==> src/rtl/frame_pkg.sv <==
// frame_pkg
// Shared definitions for the 16-bit framing path: word width, the default
// frame sync word and the framer state encoding.
package frame_pkg;

  localparam int WORD_W = 16;

  localparam logic [WORD_W-1:0] DEFAULT_SYNC_WORD = 16'hEB90;

  // Each state names the kind of word currently held on the output register.
  typedef enum logic [2:0] {
    S_IDLE,
    S_SYNC,
    S_LEN,
    S_DATA,
    S_CSUM
  } frame_state_e;

endpackage

==> src/rtl/sync_fifo.sv <==
// sync_fifo
// Show-ahead (first-word-fall-through) single-clock FIFO. The oldest stored
// word is always visible on rd_data while the FIFO is not empty; asserting
// rd_en consumes it.
//
// Ports:
//   clk     in   rising-edge clock
//   rst_n   in   synchronous active-low reset, empties the FIFO
//   wr_en   in   write request, ignored while full
//   wr_data in   word to store
//   rd_en   in   consume the head word, ignored while empty
//   rd_data out  head word
//   full    out  count == DEPTH
//   empty   out  count == 0
//   count   out  registered number of stored words
module sync_fifo #(
  parameter int WIDTH = 16,
  parameter int DEPTH = 16
) (
  input  logic                   clk,
  input  logic                   rst_n,
  input  logic                   wr_en,
  input  logic [WIDTH-1:0]       wr_data,
  input  logic                   rd_en,
  output logic [WIDTH-1:0]       rd_data,
  output logic                   full,
  output logic                   empty,
  output logic [$clog2(DEPTH):0] count
);

  localparam int AW = $clog2(DEPTH);
  localparam logic [AW-1:0] PTR_ONE = AW'(1);
  localparam logic [AW:0]   CNT_ONE = (AW+1)'(1);
  localparam logic [AW:0]   DEPTH_C = (AW+1)'(DEPTH);

  logic [WIDTH-1:0] mem_q [DEPTH];
  logic [WIDTH-1:0] mem_d [DEPTH];
  logic [AW-1:0]    wr_ptr_q, wr_ptr_d;
  logic [AW-1:0]    rd_ptr_q, rd_ptr_d;
  logic [AW:0]      count_q, count_d;
  logic             do_wr;
  logic             do_rd;

  assign full    = (count_q == DEPTH_C);
  assign empty   = (count_q == '0);
  assign count   = count_q;
  assign rd_data = mem_q[rd_ptr_q];

  assign do_wr = wr_en && !full;
  assign do_rd = rd_en && !empty;

  // Pointers wrap naturally because DEPTH is a power of two.
  always_comb begin
    mem_d    = mem_q;
    wr_ptr_d = wr_ptr_q;
    rd_ptr_d = rd_ptr_q;
    count_d  = count_q;
    if (do_wr) begin
      mem_d[wr_ptr_q] = wr_data;
      wr_ptr_d        = wr_ptr_q + PTR_ONE;
    end
    if (do_rd) begin
      rd_ptr_d = rd_ptr_q + PTR_ONE;
    end
    // A simultaneous write and read leaves the count unchanged.
    case ({do_wr, do_rd})
      2'b10:   count_d = count_q + CNT_ONE;
      2'b01:   count_d = count_q - CNT_ONE;
      default: count_d = count_q;
    endcase
  end

  // Storage needs no reset; only the pointers and count define validity.
  always_ff @(posedge clk) begin
    mem_q <= mem_d;
  end

  always_ff @(posedge clk) begin
    if (!rst_n) begin
      wr_ptr_q <= '0;
      rd_ptr_q <= '0;
      count_q  <= '0;
    end else begin
      wr_ptr_q <= wr_ptr_d;
      rd_ptr_q <= rd_ptr_d;
      count_q  <= count_d;
    end
  end

endmodule

==> src/rtl/frame_pack16.sv <==
// frame_pack16
// Buffers 16-bit payload words and emits framed bursts:
//   SYNC_WORD, length, payload words (FIFO order), checksum.
// The checksum is the 16-bit wrap-around sum of the length word and the
// payload words. Frames start when MAX_LEN words are buffered, or on flush
// with a non-empty FIFO. Back-to-back frames follow without a gap.
//
// Ports:
//   Clk        in   rising-edge clock
//   Rst        in   synchronous active-low reset
//   din        in   payload word
//   din_v      in   payload valid, accepted when din_v && din_rdy
//   flush      in   emit a partial frame (sampled in IDLE and CSUM only)
//   din_rdy    out  FIFO not full, low while Rst is asserted
//   dout       out  registered framed output word
//   dout_v     out  registered dout valid
//   frame_done out  one-cycle pulse together with the checksum word
//   ovf        out  sticky: a word arrived while the FIFO was full
module frame_pack16
  import frame_pkg::*;
#(
  parameter int                DEPTH     = 16,
  parameter int                MAX_LEN   = 8,
  parameter logic [WORD_W-1:0] SYNC_WORD = DEFAULT_SYNC_WORD
) (
  input  logic        Clk,
  input  logic        Rst,
  input  logic [15:0] din,
  input  logic        din_v,
  input  logic        flush,
  output logic        din_rdy,
  output logic [15:0] dout,
  output logic        dout_v,
  output logic        frame_done,
  output logic        ovf
);

  localparam int CW = $clog2(DEPTH) + 1;
  localparam logic [CW-1:0] MAX_LEN_C = CW'(MAX_LEN);
  localparam logic [CW-1:0] LEN_ONE   = CW'(1);

  frame_state_e      state_q, state_d;
  logic [CW-1:0]     len_q, len_d;
  logic [CW-1:0]     rem_q, rem_d;
  logic [WORD_W-1:0] csum_q, csum_d;
  logic [WORD_W-1:0] dout_q, dout_d;
  logic              dout_v_q, dout_v_d;
  logic              frame_done_q, frame_done_d;
  logic              ovf_q, ovf_d;

  logic [CW-1:0]     cnt;
  logic [WORD_W-1:0] fifo_head;
  logic              fifo_full;
  logic              fifo_empty;
  logic              fifo_wr;
  logic              fifo_rd;
  logic              start;
  logic [CW-1:0]     len_next;

  assign din_rdy = Rst && !fifo_full;
  assign fifo_wr = din_v && din_rdy;

  sync_fifo #(
    .WIDTH (WORD_W),
    .DEPTH (DEPTH)
  ) u_fifo (
    .clk     (Clk),
    .rst_n   (Rst),
    .wr_en   (fifo_wr),
    .wr_data (din),
    .rd_en   (fifo_rd),
    .rd_data (fifo_head),
    .full    (fifo_full),
    .empty   (fifo_empty),
    .count   (cnt)
  );

  // Only consulted in IDLE and CSUM, so flush elsewhere has no effect.
  assign start    = (cnt >= MAX_LEN_C) || (flush && (cnt != '0));
  assign len_next = (cnt >= MAX_LEN_C) ? MAX_LEN_C : cnt;

  always_ff @(posedge Clk) begin
    if (!Rst) begin
      state_q <= S_IDLE;
    end else begin
      state_q <= state_d;
    end
  end

  // rem_q counts payload words still to pop after the one on dout.
  always_comb begin
    state_d = state_q;
    case (state_q)
      S_IDLE:  if (start) state_d = S_SYNC;
      S_SYNC:  state_d = S_LEN;
      S_LEN:   state_d = S_DATA;
      S_DATA:  if (rem_q == '0) state_d = S_CSUM;
      S_CSUM:  state_d = start ? S_SYNC : S_IDLE;
      default: state_d = S_IDLE;
    endcase
  end

  // Output words are loaded on the edge that enters each state, so dout
  // always carries the word belonging to the current state.
  always_comb begin
    len_d        = len_q;
    rem_d        = rem_q;
    csum_d       = csum_q;
    dout_d       = '0;
    dout_v_d     = 1'b0;
    frame_done_d = 1'b0;
    fifo_rd      = 1'b0;
    case (state_d)
      S_SYNC: begin
        dout_d   = SYNC_WORD;
        dout_v_d = 1'b1;
        len_d    = len_next;
      end
      S_LEN: begin
        dout_d   = {{(WORD_W-CW){1'b0}}, len_q};
        dout_v_d = 1'b1;
        csum_d   = {{(WORD_W-CW){1'b0}}, len_q};
      end
      S_DATA: begin
        fifo_rd  = !fifo_empty;
        dout_d   = fifo_head;
        dout_v_d = 1'b1;
        csum_d   = csum_q + fifo_head;
        rem_d    = (state_q == S_LEN) ? (len_q - LEN_ONE) : (rem_q - LEN_ONE);
      end
      S_CSUM: begin
        dout_d       = csum_q;
        dout_v_d     = 1'b1;
        frame_done_d = 1'b1;
      end
      default: begin
        dout_d = '0;
      end
    endcase
  end

  assign ovf_d = ovf_q || (din_v && fifo_full);

  always_ff @(posedge Clk) begin
    if (!Rst) begin
      len_q        <= '0;
      rem_q        <= '0;
      csum_q       <= '0;
      dout_q       <= '0;
      dout_v_q     <= 1'b0;
      frame_done_q <= 1'b0;
      ovf_q        <= 1'b0;
    end else begin
      len_q        <= len_d;
      rem_q        <= rem_d;
      csum_q       <= csum_d;
      dout_q       <= dout_d;
      dout_v_q     <= dout_v_d;
      frame_done_q <= frame_done_d;
      ovf_q        <= ovf_d;
    end
  end

  assign dout       = dout_q;
  assign dout_v     = dout_v_q;
  assign frame_done = frame_done_q;
  assign ovf        = ovf_q;

endmodule
==> config.mk <==
export PLATFORM = sky130hd
export DESIGN_NAME = frame_pack16
export DESIGN_NICKNAME = d
export VERILOG_FILES = /design/src/rtl/frame_pkg.sv /design/src/rtl/sync_fifo.sv /design/src/rtl/frame_pack16.sv
export SDC_FILE = /design/constraint.sdc
export NUM_CORES = 1
export LEC_CHECK = 0
export ABC_AREA = 0
export CORE_MARGIN = 2
export CORE_UTILIZATION = 25
export DETAILED_ROUTE_END_ITERATION = 7
export MAX_ROUTING_LAYER = met4
export SKIP_LAST_GASP = 1
export SYNTH_ARGS = -nofsm -noshare
export SYNTH_HDL_FRONTEND = slang
export SYNTH_SLANG_ARGS = --single-unit
==> constraint.sdc <==
create_clock -name Clk -period 5.4 [get_ports Clk]
set_input_delay 0.54 -clock Clk [delete_from_list [all_inputs] [get_ports Clk]]
set_output_delay 0.54 -clock Clk [all_outputs]
set_load 0.005 [all_outputs]
==> flow_results.org <==
** Pwr
- Overall power of the completed layout :: around 5.4 mW
- Combinational cell fraction of total power :: 0.084
- Worst-case vdd ir drop :: roughly 180 uV
- Cell Int Power :: around 4.2 mW
- Power density over cell area :: between 300 and 400 nW/um^2
- Share of power burned in registers :: 0.504
- The share of total power dissipated in the clock network is 0.412.
- Of the total power, the share spent switching nets is 0.2290.
- Static Leakage :: approximately 4.8 nW
- Net Switching :: around 1.2 mW

** Floorplanning
- The initialized floorplan defines 83 standard-cell rows.
- Effective utilization at floorplan :: 0.2527
- Die area :: between 50000 and 60000 um^2
- In this run the vertical extent of the chip is approximately 230 um.
- Core ar. :: ~50000 um^2
- The floorplan step set the die width to between 200 and 250 um.
- I/O pins :: 40

** STA
- Slew at the pin closest to its max-slew limit :: around 1100 ps
- Derived from the worst setup path, the maximum achievable clock frequency is 0.2464 GHz.
- Ratio of final minimum period to clock period :: 0.7516
- The final number of max-transition violations was 0.
- Measured against its own limit, the worst slew margin works out to 0.2972.
- Total Negative Setup Slacks :: 0 ps
- The clock period could shrink to 4059 ps.
- Number of failing setup endpoints in the final timing report :: 0
- Across the routed clock network, the largest skew measured is about 16 ps.
- The hold violation count in the final report came to 0.
- Setup repair after global routing left no endpoint under its margin.

** Worst setup path
- Critical path peak fanout :: 35
- At the worst endpoint, the arrival time is between 4000 and 5000 ps.
- The startpoint identified for the worst register-to-register timing path is u_fifo.rd_ptr_q[0].
- Critical Path Sink Type :: register
- The worst setup path is launched from a register.
- R2R Setup Slk :: between 1000 and 1500 ps
- Endpoint of the worst register-to-register path :: csum_q[13]
- For this design, the slowest cell found on the critical path is dfxtp_4.
- Kind of critical path :: reg2reg
- Worst r2r path cells :: 11
- By instance count, the cell type seen most on the critical path is o21ai_0.
- Required time worst endpoint :: ~5800 ps
- Sequence of cells on the critical path :: buf_12 > mux4_2 > mux4_2 > ha_1 > a211oi_1 > o21ai_0 > a21oi_1 > o21ai_0 > a31oi_1 > xor2_1 > o21ai_0
- For this run, the slowest stage of the critical path takes around 790 ps.

** CTS
- After clock tree synthesis, the repair step resized 0 gates.
- Root buf cell :: clkbuf_16
- TritonCTS built the clock tree.
- Once the clock tree was built, the setup fixing pass inserted 0 buffers.
- In this run the deepest clock path goes through 3 buffers.
- Buffers inserted during clock tree synthesis total 34.
- The H-tree was split into 2 levels.
- For this design, the CTS-stage hold fixing added 0 buffers.
- Total number of clock tree sinks :: about 320
- Clock latency on the worst-skew pair, taken at its later pin, is around 520 ps.
- CTS clk-pin slew, worst paths :: ~60 ps

** Yosys
- Netlist area before placement :: approximately 13000 um^2
- Number of warnings printed during yosys synthesis :: 0
- In the synthesized netlist the dominant register cell turns out to be edfxtp_1.
- Unique cell type count in the Yosys netlist :: 48
- In this run, synthesis inferred between 200 and 300 flip-flops with an integrated enable.
- Count of state elements after synthesis :: 317
- The share of the Yosys chip area taken by registers is 0.6886.
- For this run, asynchronously set or reset flops after synthesis account for 0.
- Number of standard cells after synthesis :: 767
- The number of nets in the synthesized netlist is 813.
- After synthesis, the mean cell area works out to roughly 17 um^2.

** Hold path
- Sink of the worst hold path :: csum_q[12]
- The worst hold path begins at csum_q[12].
- Type of the most critical hold path :: reg2reg
- Number of cells on the worst hold path :: 2

** Detailed routing
- Overall via count from detail_route :: between 7000 and 8000
- The final layout contains routed wiring with a total length of 28810 um.
- Before antenna repair, the detailed router went through 8 iterations.
- Post-route DRC :: 0
- DRT antenna net count :: 0
- In the routed layout, each cell is associated on average with a via count of approximately 4.6.
- In the final routed layout, each cell accounts on average for around 19 um.
- In this run, the number of DRC markers left after iteration 0 of detailed routing was 705.

** GRT
- Number of global-route vias before repair :: around 7200
- Global routing usage on met3 :: 0.02362
- Remaining Overflow, GRT :: 0
- The initial antenna violation count was 1.
- Met2 capacity usage during global routing :: 0.1717
- Most congested layer reported by global routing :: met2
- Across every metal layer, demand over resource in global routing totals 0.1105.
- Met1 track utilization from global routing :: 0.1470
- Entering global routing, the biggest net connects 45 pins.
- Global-route wire length before repair :: roughly 44000 um

** Layout
- End-of-flow core utilization :: 0.3000
- Commonest non-fill, non-tap cells in the layout :: 256 x edfxtp_1, 79 x mux4_2, 59 x dfxtp_1, 50 x nor2_1, 39 x clkdlybuf4s50_1
- Combined area of the multi-input logic cells :: between 3000 and 4000 um^2
- Non-Filler Instances :: roughly 1500
- The finished cells cover 15360 um^2.
- Compared with the post-synthesis result, the final layout area differs by 18.70%.
- Fraction of layout cells with a size suffix above 1 :: 0.2068
- Number of fill cells in the layout :: about 5000
- After the last flow step, the layout net total stands at 873.
- Storage element area :: slightly below 9000 um^2
- Leaving out fill and tap cells, the most frequent cell in the layout is edfxtp_1.

** Placement
- Post-detailed-placement cell area :: 14280 um^2
- Total instance count after detailed placement :: between 1000 and 1500
- IO buf count :: 39
- Placer Congestion :: 0.8740
- After legalization and detailed placement, the total HPWL measured approximately 18000 um.

** Run
- The tool flagged a number of max-cap violations equal to 0.

** Status
- Outcome :: finished clean
-- power by group through the flow --
stage / registers, mW / logic [mW] / clock network (mW)
2_1_floorplan: 2.77 / 0.327 / 0
3_3_place_gp: 2.79 / 0.451 / 0
3_5_place_dp: 2.79 / 0.459 / 0
4_1_cts: 2.74 / 0.461 / 2.30
5_1_grt: 2.75 / 0.507 / 2.39
6_report: 2.74 / 0.459 / 2.24
-- through the flow --
| step | hold slack [ps] | worst slack, ps |
|---|---|---|
| detailed placement | 487.8 | 1284 |
| global placement | 467.0 | 1337 |
| global route | 521.6 | 945.7 |
| CTS | 497.0 | 1280 |
| finish | 493.6 | 1341 |
| floorplan | 454.1 | 1818 |
-- worst max-delay path by stage --
stage | start | end | slack, ps | depth (start not counted)
final | u_fifo.rd_ptr_q[0] | csum_q[13] | 1340 | 11
after global placement | u_fifo.rd_ptr_q[0] | csum_q[15] | 1340 | 11
after global routing | u_fifo.rd_ptr_q[0] | csum_q[13] | 950 | 10
after detailed placement | u_fifo.rd_ptr_q[0] | csum_q[13] | 1280 | 11
after CTS | u_fifo.rd_ptr_q[0] | csum_q[13] | 1280 | 11
after floorplan | u_fifo.rd_ptr_q[0] | csum_q[15] | 1820 | 12
-- Yosys cell counts, drive strengths merged, types with 7 or more instances --
| cell | count | share of area |
|---|---|---|
| o21ai | 27 | 0.010 |
| a221oi | 7 | 0.0047 |
| xnor2 | 8 | 0.0054 |
| buf | 13 | 0.0051 |
| nand3 | 7 | 0.0027 |
| clkbuf | 26 | 0.0075 |
| dfxtp | 61 | 0.094 |
| mux4 | 80 | 0.14 |
| inv | 11 | 0.0032 |
| a31oi | 7 | 0.0034 |
| nand2 | 37 | 0.011 |
| ha | 25 | 0.024 |
| a21oi | 31 | 0.012 |
| nor2 | 63 | 0.018 |
| a22oi | 11 | 0.0064 |
| a211oi | 7 | 0.0041 |
| a21o | 7 | 0.0041 |
| edfxtp | 256 | 0.59 |
| nor3 | 8 | 0.0031 |
| xor2 | 13 | 0.0088 |
-- cell type report --
cell class,count,area share
Inverter,12,0.002933
Multi-Input combinational cell,399,0.2522
Antenna cell,1,0.0001629
Sequential cell,317,0.5804
Clock inverter,18,0.01075
Tap cell,680,0.05540
Timing Repair Buffer,63,0.03878
Clock buffer,42,0.05939
-- registers in the layout (all words and copies together), names as in the netlist, 3 cells and up --
register / cells
u_fifo.count: 5
dout: 16
csum_q: 16
state_q: 3
rem_q: 5
u_fifo.rd_ptr_q: 4
len_q: 5
u_fifo.mem_q: 256
u_fifo.wr_ptr_q: 4
-- logic make-up after synthesis --
family | count (synthesis) | share of synthesized area
simple gates | 145 | 0.05039
mux | 87 | 0.1451
flops | 317 | 0.6886
compound gates | 120 | 0.05986
xor+xnor | 21 | 0.01422
buf+inv | 51 | 0.01615
fa+ha+maj | 26 | 0.02573
-- worst max-delay path, delay by kind of cell (launching register included) --
family,cells,cell delay (ps)
fa+ha+maj,1,380
flops,1,790
xor+xnor,1,160
buf+inv,1,360
compound gates,6,1140
mux,2,1070
-- per-layer routing --
| metal | up-vias | share of wire |
|---|---|---|
| met2 | 186 | 0.47 |
| met4 | 0 | 0.017 |
| met1 | 3613 | 0.45 |
| li1 | 3188 | - |
| met5 | - | 0 |
| met3 | 40 | 0.058 |
(Power assumes the default switching activity.)
